`src/rtl/serial_adder_seq_pkg.sv`:
```
// rtl/serial_adder_seq_pkg.sv - shared encodings and sizing helpers for the serial adder
package serial_adder_seq_pkg;

    typedef enum logic {
        ST_IDLE = 1'b0,
        ST_RUN  = 1'b1
    } state_t;

    localparam logic MODE_ADD = 1'b0;
    localparam logic MODE_SUB = 1'b1;

    localparam int SERIAL_WIDTH = 8;

    // A one-bit word still needs a one-bit counter register.
    function automatic int cnt_width(input int width);
        return (width > 1) ? $clog2(width) : 1;
    endfunction

endpackage

```
`src/rtl/serial_adder_seq_fulladder.sv`:
```
// rtl/serial_adder_seq_fulladder.sv - one-bit combinational full adder cell
module serial_adder_seq_fulladder (
    input  logic a,
    input  logic b,
    input  logic cin,
    output logic s,
    output logic cout
);

    assign s    = a ^ b ^ cin;
    assign cout = (a & b) | (a & cin) | (b & cin);

endmodule

```
`src/rtl/serial_adder_seq.sv`:
```
// rtl/serial_adder_seq.sv - bit-serial LSB-first adder/subtractor with registered outputs
module serial_adder_seq
    import serial_adder_seq_pkg::*;
#(
    parameter int WIDTH  = SERIAL_WIDTH,
    parameter bit SUB_EN = 1'b1
) (
    input  logic clk,
    input  logic reset,
    input  logic start,
    input  logic mode,
    input  logic a_bit,
    input  logic b_bit,
    output logic busy,
    output logic s_bit,
    output logic s_valid,
    output logic done,
    output logic carry_out,
    output logic overflow
);

    localparam int             CW       = cnt_width(WIDTH);
    localparam logic [CW-1:0]  CNT_LAST = CW'(WIDTH - 1);
    localparam logic [CW-1:0]  CNT_ONE  = CW'(1);

    state_t        state;
    logic [CW-1:0] cnt;
    logic          carry;
    logic          mode_q;

    logic consume;
    logic last_bit;
    logic mode_eff;
    logic cin;
    logic b_eff;
    logic sum;
    logic cout;

    assign consume  = ((state == ST_IDLE) && start) || (state == ST_RUN);
    assign mode_eff = SUB_EN ? ((state == ST_IDLE) ? mode : mode_q) : MODE_ADD;
    // Subtraction is A + ~B + 1: the +1 enters as the initial carry.
    assign cin      = (state == ST_IDLE) ? mode_eff : carry;
    assign b_eff    = b_bit ^ (mode_eff == MODE_SUB);
    assign last_bit = (state == ST_IDLE) ? (WIDTH == 1) : (cnt == CNT_LAST);

    serial_adder_seq_fulladder u_fa (
        .a    (a_bit),
        .b    (b_eff),
        .cin  (cin),
        .s    (sum),
        .cout (cout)
    );

    always_ff @(posedge clk or negedge reset) begin
        if (!reset) begin
            state     <= ST_IDLE;
            cnt       <= '0;
            carry     <= 1'b0;
            mode_q    <= 1'b0;
            busy      <= 1'b0;
            s_bit     <= 1'b0;
            s_valid   <= 1'b0;
            done      <= 1'b0;
            carry_out <= 1'b0;
            overflow  <= 1'b0;
        end else begin
            s_valid <= consume;
            s_bit   <= consume & sum;
            done    <= consume & last_bit;
            if (consume) begin
                carry <= cout;
                if (last_bit) begin
                    carry_out <= cout;
                    overflow  <= cin ^ cout;
                end
            end
            case (state)
                ST_IDLE: begin
                    if (start) begin
                        mode_q <= mode;
                        if (WIDTH > 1) begin
                            state <= ST_RUN;
                            busy  <= 1'b1;
                            cnt   <= CNT_ONE;
                        end
                    end
                end
                ST_RUN: begin
                    if (cnt == CNT_LAST) begin
                        state <= ST_IDLE;
                        busy  <= 1'b0;
                        cnt   <= '0;
                    end else begin
                        cnt <= cnt + CNT_ONE;
                    end
                end
                default: state <= ST_IDLE;
            endcase
        end
    end

endmodule

```
`config.mk`:
```
export PLATFORM = sky130hd
export DESIGN_NAME = serial_adder_seq
export DESIGN_NICKNAME = d
export VERILOG_FILES = /design/src/rtl/serial_adder_seq_pkg.sv /design/src/rtl/serial_adder_seq_fulladder.sv /design/src/rtl/serial_adder_seq.sv
export SDC_FILE = /design/constraint.sdc
export NUM_CORES = 1
export LEC_CHECK = 0
export BUFFER_PORTS_ARGS = -buffer_cell sky130_fd_sc_hd__buf_4
export CAP_MARGIN = 20
export CORE_UTILIZATION = 30
export DETAILED_ROUTE_END_ITERATION = 8
export GPL_ROUTABILITY_DRIVEN = 0
export GPL_TIMING_DRIVEN = 0
export SYNTH_ARGS = -nofsm -noshare
export SYNTH_HDL_FRONTEND = slang
export SYNTH_SLANG_ARGS = --single-unit
```
`constraint.sdc`:
```
create_clock -name clk -period 1.7 [get_ports clk]
set_input_delay 0.255 -clock clk [delete_from_list [all_inputs] [get_ports clk]]
set_output_delay 0.255 -clock clk [all_outputs]
set_load 0.05 [all_outputs]
```
# == After elaboration in Yosys (flattened, before gate mapping) ==
# Index checks and enable logic that the tools add are counted.
# word_totals
in_bits,6
rom_bits,0
n_memories,0
ramBits,0
output_inout_bits,6
regBits,12
elab_cells,43
latch_bits,0
# op_classes
n_shift,0
n_mux,12
n_reduce_logical,5
n_div,0
n_lt_le_gt_ge,0
n_mul,0
eq_ne,3
n_bitwise,12
addsub,1
# op_table
op,count
two-way mux 1 bit,7
two-way mux 3 bit,2
case mux 3 bit (2 select lines),1
AND reduction 2 bit,3
bitwise AND 1 bit,5
case mux 1 bit (2 select lines),2
XOR 1 bit,4
adder 3 x 1 -> 3 bit (second input constant),1
== test 3 bit (second input constant),1
inequality test 2 x 1 -> 1 bit (second input constant),1
inequality test 2 bit (second input constant),1
OR 1 bit,2
logical AND 1 bit,1
logical OR 1 bit,1
inverter 1 bit,1

# == Depth between registers and ports, before layout ==
# Gate-level depths: netlist of run 1.
# depth
ltp_word,6
depth_mapped,6
ltp_nobuf,5

# == Cells and area by module ==
# From an unflattened synthesis of run 1, not the netlist that was laid out.
# hier_totals
hier_cells,40
hier_area_um2,546.8
# modules_own_cells
mod,area_each_um2,cells_per_inst,seq_area_each_um2,n_inst
serial_adder_seq,526.8,39,300.3,1
serial_adder_seq_fulladder,20.0,1,0.0,1

# == Worst setup path after synthesis of run 1 ==
# Ideal clock, no wire load.
# synth_path
path_type,register -> register
startpoint,reg state
endpoint,reg carry
required_ps,1575
slack_ps,91
n_path_buf,1
stages_incl_launch_ff,5
arrival_time_ps,1484
period_less_slack_ps,1609
setup_ps,125
cell_sequence,dfrtp_1 -> buf_6 -> mux2_2 -> fa_1 -> mux2_4
# synth_between
elab_chain_cells,5
word_cells_on_any_way,11
classes_between,mux: 2; bitwise: 7; reduce/logical: 2
# synth_lines
element,line,rtl
"start, declared",serial_adder_seq.sv:26,state_t state;
"start signal, assigned",serial_adder_seq.sv:56,state <= ST_IDLE;
"start signal, assigned",serial_adder_seq.sv:82,state <= ST_RUN;
"start signal, assigned",serial_adder_seq.sv:90,state <= ST_IDLE;
two-way mux 1 bit,serial_adder_seq.sv:40,assign mode_eff = SUB_EN ? ((state == ST_IDLE) ? mode : mode_q) : MODE_ADD;
XOR 1 bit or two-way mux 1 bit (tied branches),"serial_adder_seq.sv:43, serial_adder_seq.sv:42",
bitwise AND 1 bit,serial_adder_seq_fulladder.sv:11,assign cout = (a & b) | (a & cin) | (b & cin);
OR 1 bit,serial_adder_seq_fulladder.sv:11,
OR 1 bit *,serial_adder_seq_fulladder.sv:11,
via cout,serial_adder_seq.sv:37,logic cout;
"end signal, assigned",serial_adder_seq.sv:71,carry <= cout;
"end, declared",serial_adder_seq.sv:28,logic carry;
# The timed path passes the listed nets; every way through them passes the cells marked *.
# A chain may end at the register's enable or synchronous reset.

# == Worst setup path in the final report of run 1 ==
# Ends and elaborated chain as after synthesis.

==> results of run 1 <==
## routing by layer
| layer | share of wire (%) | vias to the layer above |
|---|---|---|
| met1 | 45 | 166 |
| met4 | 1.9 | 0 |
| li1 | - | 166 |
| met3 | 6.7 | 4 |
| met2 | 46 | 10 |
| met5 | 0 | - |
## timing repair
| action | CTS | global route |
|---|---|---|
| hold endpoints to repair | 12 | 0 |
| resized for setup | 1 | 3 |
| endpoints found under the setup margin | 1 | 4 |
| buffers inserted | 0 | 1 |
| hold buffers | 1 | 0 |
| cloned | 0 | 0 |
| pin swaps | 0 | 0 |
## layout by cell type, fill, tap and decap left out
cell	n
mux2i_4	1
xnor2_2	1
clkbuf_8	1
a22o_2	1
clkbuf_4	3
fa_2	1
dlygate4sd3_1	1
xnor2_1	1
mux2_2	2
a32o_1	1
inv_1	2
buf_4	12
nand2b_4	1
a21oi_1	2
dfrtp_1	12
nor2_1	2
mux2_4	2
ha_1	2
o31a_2	1
buf_6	1
and2_4	1
nor2b_1	1
o2bb2ai_1	1
nor2_4	1
o21ai_0	1
## worst register-to-register path, stage by stage (launching register included)
cell and delay, ns:
dfrtp_1 0.39, buf_6 0.15, mux2i_4 0.19, xnor2_2 0.14, fa_2 0.38, mux2_4 0.27
## cell usage after synthesis
master / n / area [sq um]
mux2i_1: 1 / 10.01
o21ai_0: 1 / 5.000
nor2_1: 2 / 7.510
xnor2_1: 2 / 17.52
mux2_2: 2 / 22.52
o31a_2: 1 / 10.01
nor2_4: 1 / 11.26
o2bb2ai_1: 1 / 8.760
and2_4: 1 / 8.760
a22o_2: 1 / 10.01
buf_6: 1 / 11.26
inv_1: 2 / 7.510
a21oi_1: 2 / 10.01
nor2b_1: 1 / 6.260
mux2_4: 2 / 30.03
ha_1: 2 / 25.02
fa_1: 1 / 20.02
a32o_1: 1 / 10.01
dfrtp_1: 12 / 300.3
nand2b_4: 1 / 13.76
## metrics by stage
| stage | hold WS, ns | area, sq um | cells | utilization (%) | total power [mW] |
|---|---|---|---|---|---|
| floorplan | -0.04059 | 545.5 | 38 | - | 1.163 |
| global placement | 0.09996 | 659.4 | 74 | 38.61 | 1.344 |
| detailed placement | 0.09868 | 659.4 | 74 | 38.61 | 1.357 |
| CTS | 0.2307 | 708.2 | 79 | 41.47 | 1.603 |
| global route | 0.2486 | 735.7 | 80 | 43.08 | 1.750 |
| finish | 0.2557 | 735.7 | 80 | 43.08 | 1.656 |
## final timing paths
check	start	endpoint	slack, ns	depth (start not counted)
setup / recovery	state	carry	0.07	5
hold / removal	mode	mode_q	0.26	2
setup reg to reg	state	carry	0.07	5
hold reg to reg	cnt[1]	cnt[1]	0.51	1
max in group asynchronous	reset	s_valid	1.20	2
min in group asynchronous	reset	cnt[1]	0.34	2
## power by group through the flow
stage                     combinational [mW]  sequential [mW]  clock (mW)
after floorplan                        0.458            0.705           0
after global placement                 0.840            0.504           0
after detailed placement               0.848            0.510           0
after CTS                              0.870            0.504       0.229
after global routing                   0.981            0.522       0.247
final                                  0.921            0.509       0.226
## flip-flops by register name (all words and copies together) (netlist names)
register,cells
done,1
s_valid,1
s_bit,1
carry,1
mode_q,1
cnt,3
carry_out,1
state,1
overflow,1
busy,1
## area by class of cell
type | instances | area share (%)
Sequential cell | 12 | 40.82
Multi-Input combinational cell | 23 | 33.84
Timing Repair Buffer | 13 | 13.61
Clock buffer | 4 | 4.932
Tap cell | 25 | 4.252
Buffer | 1 | 1.531
Inverter | 2 | 1.020
## kinds of logic (layout without fill, tap and decap cells)
kind of cell / Yosys count / count (layout) / share of synthesized area (%)
AO/OA/AOI/OAI: 7 / 7 / 9.862
XOR/XNOR: 2 / 2 / 3.212
adder cells (fa/ha/maj): 3 / 3 / 8.256
buffers and inverters: 3 / 20 / 3.441
flip-flops: 12 / 12 / 55.05
multiplexers: 5 / 5 / 11.47
AND/OR/NAND/NOR: 6 / 6 / 8.716
==> out/summary.txt, run 1 <==
CORE AREA: 1708 sq um
Share of cells above drive strength 1: 52.73%
Die Wd: 44.64 um
RSZ-0062 raised after global routing: no
Worst-Margin Slew: 0.1937 ns
Row count: 15
Footprint of the multi-input gates: 249.0 sq um
Pre-Repair DR Iteration Count: 4
Root Buffer: clkbuf_4
Buf/Inv on CP: 1
Worst slack at placement: 0.01669 ns
Switching part of the total: 39.32%
Distinct cells, synth: 20
Crit end category: flip-flop
Met3 usage: 6.122%
Pin count of the biggest net entering global routing: 13
Clock sink total: 12
Global-route wire length before repair: 1373 um
Buffers on Ports: 11
Layout Nets: 65
Mean Syn Cell Area: 14.36 sq um
Ys Warns: 0
Seq pwr share: 30.7%
Number of routed nets with antenna violations: 0
Gr usage total: 10.22%
Peak Freq: 612.3 MHz
Met1 Usage GRT: 12.34%
Clock power frac: 13.7%
Crit-path max cell delay: 0.39 ns
Area growth, synth to finish: 34.86%
Vias in the first global route: 313
Outcome: finished clean
Maxcap violations: 0
Worst Path Max Fanout: 7
Wire per inst: 11.70 um
Max IR drop VDD: 1.158 mV
# IOs: 12
Fin crit share: 96.07%
Worst hold path class: input port to flip-flop
Critical Path AT: 1.80 ns
Critical path class: flip-flop to flip-flop
Clk Latency, worst-skew pair: 0.28 ns
#FFs+latches synth: 12
Critical path, cell by cell: buf_6, mux2i_4, xnor2_2, fa_2, mux2_4
Routed WL: 936 um
CTS buffer count: 3
Setup TNS: 0 ns
N_diodes: 0
Combinational Power Share: 55.6%
Initial core utilization: 31.94%
Largest delay share family, worst path: multiplexers
Critical-path top delay cell: dfrtp_1
Vias per Instance: 4.325
Die area: 1993 sq um
Final setup fails: 0
Top Usage Layer GRT: met2
Grt total ovfl: 0
LEAKAGE: 0.3293 nW
Post-Syn Area: 545.5 sq um
DR iter-0 viols: 8
Switch Pwr: 0.6512 mW
P_int: 1.005 mW
Sequential cell area: 300.3 sq um
Cells after Synth: 38
CTS tree: built
Htree depth: 1
DRC viols: 0
Fin. max-slew vios: 0
Power Density: 2251 nW/um^2
Met2 Use GR: 14.12%
Max clock buf depth: 2
Initial antenna violation count: 0
Synthesized Nets: 47
CTS clk-pin slew, worst paths: 0.08 ns
Final Hold Fails: 0
Final setup margin: 0.06677 ns
Crit start category: flip-flop
Via count: 346
Fillcell total: 179
Headroom to the max-slew limit: 87.06%
Chip height: 44.64 um
Clock Skew: 0.008234 ns
CP required: 1.87 ns
Register area share after synthesis: 55.05%
Period minus WS final: 1.633 ns
Power figures use the tool's default switching activity.
==> run 2, diff against run 1 <==
--- a/config.mk
+++ b/config.mk
@@ -9,8 +9,8 @@
 export CAP_MARGIN = 20
 export CORE_UTILIZATION = 30
 export DETAILED_ROUTE_END_ITERATION = 8
-export GPL_ROUTABILITY_DRIVEN = 0
 export GPL_TIMING_DRIVEN = 0
+export MAX_ROUTING_LAYER = met4
 export SYNTH_ARGS = -nofsm -noshare
 export SYNTH_HDL_FRONTEND = slang
 export SYNTH_SLANG_ARGS = --single-unit
==> run 2 against run 1 <==
Compared with the run above:
- die area unchanged
- critical path type unchanged
- first-iteration DRC count rose by 50%
- sequential share of layout area stayed put
==> out/summary.txt, run 2 (same netlist as run 1, synthesis figures left out) <==
Fin crit share: 96.08%
Clk Latency, worst-skew pair: 0.28 ns
Number of routed nets with antenna violations: 0
DP Area: 659.4 sq um
Crit Reg-Reg Endpoint: carry
Seq pwr share: 30.7%
Setup TNS: 0 ns
Worst-Margin Slew: 0.1939 ns
Area growth, synth to finish: 34.86%
Crit end category: flip-flop
Critical Path AT: 1.80 ns
Via count: 348
Die Wd: 44.64 um
Row count: 15
CTS clk-pin slew, worst paths: 0.08 ns
Headroom to the max-slew limit: 87.04%
# IOs: 12
DRC viols: 0
Clock Skew: 0.008594 ns
Post-route cell area: 735.7 sq um
Final setup fails: 0
Largest Register: cnt
Final Hold Fails: 0
Max clock buf depth: 2
Vias per Instance: 4.350
Combinational Power Share: 55.7%
Commonest non-fill, non-tap cells in the layout: 12 x dfrtp_1, 12 x buf_4, 3 x clkbuf_4
Clock power frac: 13.6%
CORE AREA: 1708 sq um
Max IR drop VDD: 1.156 mV
Outcome: finished clean
Worst hold path class: input port to flip-flop
LEAKAGE: 0.3293 nW
Routed WL: 937 um
Period minus WS final: 1.633 ns
DR iter-0 viols: 12
CP required: 1.87 ns
RSZ-0062 raised after global routing: no
Worst-case reg-to-reg path depth: 5
Number of flip-flops under the largest register name: 3
Layout Nets: 65
Initial core utilization: 31.94%
Htree depth: 1
Fin. max-slew vios: 0
Vias in the first global route: 311
R2r setup slk: 0.07 ns
N_diodes: 0
Tot Pwr: 1.655 mW
Global-route wire length before repair: 1373 um
Chip height: 44.64 um
Die area: 1993 sq um
CTS buffer count: 3
Worst Path Max Fanout: 7
Peak Freq: 612.2 MHz
Buffers on Ports: 11
Power Density: 2250 nW/um^2
R2r startpoint: state
Gr usage total: 10.80%
P_int: 1.005 mW
Switching part of the total: 39.29%
Hold wc startpoint: mode
Root Buffer: clkbuf_4
CTS tree: built
Switch Pwr: 0.6504 mW
Maxcap violations: 0
Share of cells above drive strength 1: 52.73%
Critical path class: flip-flop to flip-flop
Pin count of the biggest net entering global routing: 13
Wire per inst: 11.71 um
Gpl congestion: 0.6172
Hold Path End: mode_q
Clock sink total: 12
Min-Delay Path Depth: 2
Pre-Repair DR Iteration Count: 4
Crit start category: flip-flop
Grt total ovfl: 0
Initial antenna violation count: 0
==> run 2: metal layers <==
metal	vias to the layer above	wire length (um)	GRT usage [%]
met5	-	0	-
met4	0	5	5.455
met3	2	66	7.347
met2	12	446	14.12
met1	168	419	12.34
li1	166	-	-
==> run 2: final cells by class <==
type | count | area [sq um]
timing repair buffer | 13 | 100.1
multi-input combinational | 23 | 249.0
fill | 179 | 972.2
buffer | 1 | 11.26
tap | 25 | 31.28
clock buffer | 4 | 36.28
sequential | 12 | 300.3
inverter | 2 | 7.507
==> run 2: per-stage QoR <==
step	worst slack, ns	std cells	hold WS [ns]	util (%)
after floorplan	0.09116	38	-0.04059	-
after CTS	0.05894	79	0.2307	41.47
after detailed placement	0.01669	74	0.09868	38.61
after global routing	0.009534	80	0.2433	43.08
after global placement	0.006983	74	0.09996	38.61
final	0.06668	80	0.2584	43.08
==> run 2: how the worst max path moves through the flow <==
stage,startpoint,slack (ns),cells after the start,endpoint
after floorplan,state,0.09,4,carry
after global placement,state,0.007,5,carry
after detailed placement,state,0.02,5,carry
after CTS,state,0.06,6,overflow
after global routing,state,0.01,5,carry
final,state,0.07,5,carry
==> run 2: power groups by stage <==
stage          Combinational (mW)  Clock (mW)  Sequential (mW)
2_1_floorplan               0.458           0            0.705
4_1_cts                     0.870       0.229            0.504
3_5_place_dp                0.848           0            0.510
5_1_grt                     0.981       0.250            0.522
6_report                    0.922       0.225            0.509
3_3_place_gp                0.840           0            0.504
==> run 2: critical path, cell delays in order (launching register included) <==
cell and delay, ns:
dfrtp_1 0.39, buf_6 0.15, mux2i_4 0.19, xnor2_2 0.14
fa_2 0.38, mux2_4 0.27
==> run 2: what timing repair did <==
item / CTS / global route
endpoints found under the hold margin: 12 / 0
endpoints found under the setup margin: 1 / 4
hold buffers: 1 / 0
resized for setup: 1 / 3
setup buffers: 0 / 1
